<file path="src/rtl/io_ctl_pkg.sv">
// Shared types and constants for the I/O bus sequencer: FSM state encoding and
// the register map of the 3-port I/O interface.
package io_ctl_pkg;

    typedef enum logic [1:0] {
        IDLE   = 2'd0,
        SETUP  = 2'd1,
        STROBE = 2'd2,
        DONE   = 2'd3
    } state_e;

    localparam logic [1:0] IO_ADDR_CTL = 2'd0;
    localparam logic [1:0] IO_ADDR_A   = 2'd1;
    localparam logic [1:0] IO_ADDR_B   = 2'd2;
    localparam logic [1:0] IO_ADDR_C   = 2'd3;

endpackage

</file>
<file path="src/rtl/rr_arb2.sv">
// Two-way round-robin arbiter. A lone requester always wins; on a tie the
// requester that did not win last time is granted. Reset favours requester 0.
module rr_arb2 (
    input  logic       clk_i,
    input  logic       rst_ni,
    input  logic [1:0] req,
    input  logic       advance,
    output logic [1:0] gnt
);

    logic last_gnt;

    always_comb begin
        gnt = 2'b00;
        case (req)
            2'b01:   gnt = 2'b01;
            2'b10:   gnt = 2'b10;
            2'b11:   gnt = last_gnt ? 2'b01 : 2'b10;
            default: gnt = 2'b00;
        endcase
    end

    always_ff @(posedge clk_i or negedge rst_ni) begin
        if (!rst_ni)
            last_gnt <= 1'b1;
        else if (advance && (req != 2'b00))
            last_gnt <= gnt[1];
    end

endmodule

</file>
<file path="src/rtl/io_bus_sequencer.sv">
// Sequences arbitrated bus transactions into the 3-port I/O interface:
// address/data setup, programmable-width wr/rd strobe, read capture, ack.
module io_bus_sequencer
    import io_ctl_pkg::*;
#(
    parameter int SETUP_CYCLES  = 1,
    parameter int STROBE_CYCLES = 1,
    parameter int CNT_W         = 4
) (
    input  logic        clk_i,
    input  logic        rst_ni,
    input  logic [1:0]  req_i,
    input  logic [1:0]  we_i,
    input  logic [3:0]  addr_i,
    input  logic [15:0] wdata_i,
    output logic [1:0]  ack_o,
    output logic [7:0]  rdata_o,
    output logic        busy_o,
    output logic [1:0]  io_dir_o,
    output logic [7:0]  io_data_o,
    output logic        io_wr_o,
    output logic        io_rd_o,
    input  logic [7:0]  io_data_i
);

    localparam logic [CNT_W-1:0] SETUP_LD  = CNT_W'(SETUP_CYCLES - 1);
    localparam logic [CNT_W-1:0] STROBE_LD = CNT_W'(STROBE_CYCLES - 1);

    state_e           state, state_nxt;
    logic [CNT_W-1:0] cnt, cnt_nxt;
    logic             tx_we, tx_we_nxt;
    logic             tx_id, tx_id_nxt;
    logic [1:0]       gnt;
    logic             advance;

    logic [1:0]       ack_nxt;
    logic [7:0]       rdata_nxt;
    logic             busy_nxt;
    logic [1:0]       dir_nxt;
    logic [7:0]       data_nxt;
    logic             wr_nxt;
    logic             rd_nxt;

    assign advance = (state == IDLE) && (req_i != 2'b00);

    rr_arb2 u_arb (
        .clk_i   (clk_i),
        .rst_ni  (rst_ni),
        .req     (req_i),
        .advance (advance),
        .gnt     (gnt)
    );

    // State, counter, transaction latch and every output are flopped together
    always_ff @(posedge clk_i or negedge rst_ni) begin
        if (!rst_ni) begin
            state     <= IDLE;
            cnt       <= '0;
            tx_we     <= 1'b0;
            tx_id     <= 1'b0;
            ack_o     <= 2'b00;
            rdata_o   <= 8'h00;
            busy_o    <= 1'b0;
            io_dir_o  <= IO_ADDR_CTL;
            io_data_o <= 8'h00;
            io_wr_o   <= 1'b0;
            io_rd_o   <= 1'b0;
        end else begin
            state     <= state_nxt;
            cnt       <= cnt_nxt;
            tx_we     <= tx_we_nxt;
            tx_id     <= tx_id_nxt;
            ack_o     <= ack_nxt;
            rdata_o   <= rdata_nxt;
            busy_o    <= busy_nxt;
            io_dir_o  <= dir_nxt;
            io_data_o <= data_nxt;
            io_wr_o   <= wr_nxt;
            io_rd_o   <= rd_nxt;
        end
    end

    always_comb begin
        state_nxt = state;
        cnt_nxt   = cnt;
        case (state)
            IDLE: begin
                if (req_i != 2'b00) begin
                    state_nxt = SETUP;
                    cnt_nxt   = SETUP_LD;
                end
            end
            SETUP: begin
                if (cnt == '0) begin
                    state_nxt = STROBE;
                    cnt_nxt   = STROBE_LD;
                end else begin
                    cnt_nxt = cnt - 1'b1;
                end
            end
            STROBE: begin
                if (cnt == '0)
                    state_nxt = DONE;
                else
                    cnt_nxt = cnt - 1'b1;
            end
            DONE:    state_nxt = IDLE;
            default: state_nxt = IDLE;
        endcase
    end

    // Outputs are computed one cycle ahead from state_nxt so the registered
    // strobe and ack line up exactly with the STROBE and DONE states.
    always_comb begin
        tx_we_nxt = tx_we;
        tx_id_nxt = tx_id;
        dir_nxt   = io_dir_o;
        data_nxt  = io_data_o;
        rdata_nxt = rdata_o;
        ack_nxt   = 2'b00;
        busy_nxt  = (state_nxt != IDLE);
        wr_nxt    = 1'b0;
        rd_nxt    = 1'b0;

        if (advance) begin
            tx_id_nxt = gnt[1];
            tx_we_nxt = gnt[1] ? we_i[1] : we_i[0];
            dir_nxt   = gnt[1] ? addr_i[3:2] : addr_i[1:0];
            data_nxt  = gnt[1] ? wdata_i[15:8] : wdata_i[7:0];
        end

        if (state_nxt == STROBE) begin
            wr_nxt = tx_we;
            rd_nxt = ~tx_we;
        end

        if ((state == STROBE) && (cnt == '0) && !tx_we)
            rdata_nxt = io_data_i;

        if (state_nxt == DONE)
            ack_nxt = tx_id ? 2'b10 : 2'b01;
    end

endmodule

</file>
<file path="config.mk">
export PLATFORM = sky130hd
export DESIGN_NAME = io_bus_sequencer
export DESIGN_NICKNAME = d
export VERILOG_FILES = /design/src/rtl/io_ctl_pkg.sv /design/src/rtl/rr_arb2.sv /design/src/rtl/io_bus_sequencer.sv
export SDC_FILE = /design/constraint.sdc
export NUM_CORES = 1
export LEC_CHECK = 0
export BUFFER_PORTS_ARGS = -buffer_cell sky130_fd_sc_hd__buf_2
export CAP_MARGIN = 20
export CELL_PAD_IN_SITES_DETAIL_PLACEMENT = 1
export CELL_PAD_IN_SITES_GLOBAL_PLACEMENT = 2
export CORE_AREA = 2 2 75 77
export DETAILED_ROUTE_END_ITERATION = 6
export DIE_AREA = 0 0 77 79
export GPL_ROUTABILITY_DRIVEN = 0
export PLACE_DENSITY_LB_ADDON = 0.1
export REMOVE_ABC_BUFFERS = 1
export SYNTH_ARGS = -nofsm -noshare
export SYNTH_HDL_FRONTEND = slang
export SYNTH_SLANG_ARGS = --single-unit
</file>
<file path="constraint.sdc">
create_clock -name clk_i -period 2.05 [get_ports clk_i]
set_clock_uncertainty 0.15 [all_clocks]
set_input_delay 0.1025 -clock clk_i [delete_from_list [all_inputs] [get_ports clk_i]]
set_output_delay 0.1025 -clock clk_i [all_outputs]
set_load 0.05 [all_outputs]
</file>
Yosys cells after proc, flatten, opt, wreduce, memory -nomap -nowiden
Cells that the tools add are included.

operators by class
  $mul = 0
  reductions and logical operators = 11
  divide/modulo/power cells = 0
  add/subtract/negate cells = 1
  shift-type cells = 0
  muxes and demuxes = 17
  eq/ne operators = 10
  bitwise logic cells = 1
  $lt $le $gt $ge = 0

operator list
  cell                                                                      count
  2-bit two-way mux                                                         7
  2-bit == test (second input constant)                                     6
  4-bit two-way mux                                                         3
  4-bit one-hot mux with 3 select lines                                     1
  8-bit two-way mux                                                         1
  2-bit one-hot mux with 4 select lines                                     1
  2-bit one-hot mux with 3 select lines                                     1
  2-bit by 1-bit == test with 1-bit output (second input constant)          2
  1-bit logical AND                                                         4
  4-bit logical NOT                                                         1
  2-bit nonzero test                                                        2
  4-bit by 1-bit subtractor with 4-bit output (second input constant)       1
  1-bit two-way mux                                                         3
  3-bit AND reduction                                                       1
  3-bit nonzero test                                                        1
  2-bit logical NOT                                                         1
  2-bit by 1-bit inequality test with 1-bit output (second input constant)  1
  2-bit inequality test (second input constant)                             1
  1-bit logical NOT                                                         1
  1-bit inverter                                                            1

word-level totals
  register bits = 32
  bits in latches = 0
  bits in writable memories = 0
  input bits = 34
  word-level logic and storage cells = 52
  memories kept = 0
  ROM bits = 0
  output and inout bits = 23

Logic depth before layout (Yosys ltp)
  depth after elaboration = 5
  mapped depth = 7
  depth with buffers taken out = 7

Cells and area by module
A second synthesis with hierarchy kept.

second synthesis, totals
  cells, all modules = 129
  area total of the unflattened synthesis = 1,471.4 um^2

by module, submodules not included
  module            area each (um^2)  instances  cells each
  io_bus_sequencer  1,415.1           1          123
  rr_arb2           56.3              1          6

Worst setup path after synthesis
Ideal clock, no wire load.

  path type = reg2reg
  start point = reg cnt[0]
  end point = reg ack_o[1]
  path buffers = 0
  required time = 1.780 ns
  setup slack = 0.163 ns
  setup time = 0.120 ns
  clock period less this slack = 1.887 ns
  arrival = 1.617 ns
  cell stages (with the launch flop) = 8
  cell sequence = dfrtp_1 inv_1 ha_1 or3b_1 and2_4 o32ai_2 inv_2 and3_1

on the way
  word-level cells in the longest chain between the ends = 5

RTL lines
  what                                       line                                             RTL
  start: declaration                         io_bus_sequencer.sv:30                           logic [CNT_W-1:0] cnt, cnt_nxt;
  start signal: assignment                   io_bus_sequencer.sv:70                           cnt <= cnt_nxt;
  4-bit logical NOT (*)                      io_bus_sequencer.sv:94, io_bus_sequencer.sv:102
  2-bit two-way mux (on tied branches)       io_bus_sequencer.sv:102, io_bus_sequencer.sv:94
  2-bit one-hot mux with 4 select lines (*)  io_bus_sequencer.sv:86                           case (state)
  net state_nxt[0]                           io_bus_sequencer.sv:29                           state_e state, state_nxt;
  2-bit == test (*)                          io_bus_sequencer.sv:140                          if (state_nxt == DONE)
  2-bit two-way mux (*)                      io_bus_sequencer.sv:140
  net ack_nxt[1]                             io_bus_sequencer.sv:36                           logic [1:0] ack_nxt;
  end signal: assignment                     io_bus_sequencer.sv:73                           ack_o <= ack_nxt;
  end: declaration                           io_bus_sequencer.sv:16                           output logic [1:0] ack_o,

The timed path passes the listed nets; every way through them passes the cells marked *.
A chain may end at the register's enable or synchronous reset.

Worst setup path after layout
  start point = reg cnt[1]
  end point = reg ack_o[1]

The elaborated chain is that of the path after synthesis.

==> flow_summary.ini <==
[yosys]
synth_seq_cells = 32
synth_top_area_share_pct = 53.0
syn-cell-area_um2 = 1460
yosysTopAreaCell = dfrtp_1
synthTopCellsByArea = dfrtp_1 (53%), mux2i_1 (8.9%), mux2_2 (6.2%)
synthCells = 127
synth_cell_types = 29
synthArstFlopShare_pct = 100
syn_avg_cell_area_um2 = 11.5
synth_edf_count = 0
ys_warn_count = 0
synth-seq-area-share_pct = 54.8
synth_ff_type = dfrtp_1

[sta]
hold_ws_ns = 0.142
rsz0062_at_grt = no
relSlewSlack_pct = 50.4
fmax_mhz = 508
maxSlewViolCount = 0
period_minus_slack_ns = 1.97
worst_pin_slew_ns = 0.743
final-setup-viol-count = 0
period_share_pct = 96.1
finalHoldViolCount = 0

[grt]
grt_max_degree = 33
grt_pass1_wl_mm = 6.56
first_global_vias = 1388
antenna_found_initial = 0
grt-ovfl-total = 0
groute.usage.overall_pct = 13.9

[setup_path]
worst_ep_required_time_ns = 2.07
r2r_cells = 7
worstSetupPathType = flip-flop to flip-flop
start_kind = flip-flop
crit_path_end_kind = flip-flop
worstPathMaxFanout = 4
critical_path_arrival_ns = 1.99

[detailed_routing]
drt_pass1_iterations = 4
initialDrtViolationCount = 54
drc_errors = 0
wl_mm = 3.87
ant_nets = 0
via_count = 1291
vias_per_cell = 4.33
routedWlPerCell_um = 13.0

[finish]
fin_util_pct = 43.4
drive_above_1_share_pct = 39.4
stdcell_count = 298
nets = 266
diodes = 0
area.growth.synth_to_final_pct = 58.2

[run_status]
outcome = complete, no violations

[clock_network]
cts_tree = yes
cts.clk_slew.worst_paths_ns = 0.07
h-tree-depth = 2
clk_path_buf_depth = 2
cts_made_buffers = 5
clock_sinks = 32
cts-root-buf = clkbuf_8
insertion_delay_ns = 0.28

[die]
io_pins = 57
core_area_um2 = 5340
num_rows = 27
start_util_pct = 27.4
die_w_um = 77
die_area_um2 = 6080
die_height_um = 79

[place]
hpwl_mm = 2.63
dp.cells = 255
io_buffers = 56

[power]
powerDensity_nw_per_um2 = 1680
leakagePower_nw = 1.15
ir_worst_vdd_mv = 0.642

[worst_hold_path]
min_path_cells = 4
hold_path_class = input port to flip-flop

[run]
drv_cap = 0
## per-stage QoR
stage | total power, mW | area, µm² | setup TNS [ns] | setup WS, ns
final | 3.88 | 2320 | 0 | 0.0799
after global routing | 4.18 | 2320 | 0 | 0.00694
after CTS | 3.83 | 2260 | 0 | 0.0156
after detailed placement | 3.24 | 1840 | -0.0556 | -0.0126
after global placement | 3.18 | 1840 | 0 | 0.0471
after floorplan | 2.68 | 1450 | 0 | 0.163
## kinds of logic (layout without fill, tap and decap cells)
logic type	after synthesis	after routing	share of synthesized area, %
buffers and inverters	9	108	2.56
multiplexers	21	21	15.0
adder cells (fa/ha/maj)	7	7	5.98
AND/OR/NAND/NOR	32	32	10.9
AO/OA/AOI/OAI	26	26	10.7
flip-flops	32	32	54.8
## area by class of cell
| type | instances | area [µm²] |
|---|---|---|
| Timing Repair Buffer | 94 | 657 |
| Clock inverter | 2 | 12.5 |
| Inverter | 6 | 22.5 |
| Fill cell | 628 | 3020 |
| Tap cell | 72 | 90.1 |
| Clock buffer | 6 | 72.6 |
| Sequential cell | 32 | 803 |
| Multi-Input combinational cell | 86 | 658 |
## registers in the layout, indices dropped and copies added, names as in the netlist
signal and count:
io_wr_o 1, io_rd_o 1, io_dir_o 2, tx_we 1, u_arb.last_gnt 1, state 2
ack_o 2, cnt 4, busy_o 1, tx_id 1, io_data_o 8, rdata_o 8
## cell usage after synthesis, drive strengths merged, types with 2 or more instances
cell,instances
dfrtp,31
o21ai,17
nand2,15
mux2i,13
mux2,8
ha,7
inv,6
nor2,5
nor3,3
a21oi,2
and3,2
clkbuf,2
nand2b,2
o32ai,2
or3,2
## what timing repair did
item	4_1_cts	5_1_grt
hold buffers	33	0
cloned	0	1
setup buffers	0	2
resized for setup	1	12
hold endpoints to repair	51	0
setup endpoints to repair	8	19
pin swaps	0	2
## where the power goes
| part | internal (mW) | switching (mW) |
|---|---|---|
| logic | 0.795 | 1.48 |
| clock network | 0.237 | 0.235 |
| registers | 0.942 | 0.190 |
## worst max-delay path, cell delays in order (launching register included)
cell and delay (ns):
dfrtp_1 0.40, inv_2 0.07, ha_1 0.15, or3b_1 0.36, and2_4 0.18, o32ai_4 0.32, inv_2 0.08, and3_1 0.17
## layout by cell type (no fill, tap or decap), types with 2 or more instances in the layout
cell type and n:
nor2_1 4, a21oi_1 2, inv_2 3, nand2_1 15, inv_1 3, mux2_2 8, or3_1 2, mux2i_1 12
dfrtp_1 30, and3_1 2, buf_4 5, ha_1 6, clkbuf_8 5, nor3_1 2, o21ai_0 16, buf_2 55
nand2b_1 2, dlygate4sd3_1 32
## path summary, 6_finish.rpt
check / start / to / slack [ns]
max reg2reg: cnt[1] / ack_o[1] / 0.08
min reg2reg: tx_id / ack_o[0] / 0.31
min in group asynchronous: rst_ni / io_dir_o[0] / 0.27
min: req_i[1] / io_rd_o / 0.14
max: cnt[1] / ack_o[1] / 0.08
max in group asynchronous: rst_ni / state[0] / 0.96
## routing by layer
layer	vias up	GRT usage (%)	routed length, µm
met3	4	3.86	194
met5	-	0	0
met2	34	24.6	1990
met4	0	5.36	24
met1	619	16.1	1670
li1	634	-	-
Power figures use the tool's default switching activity.
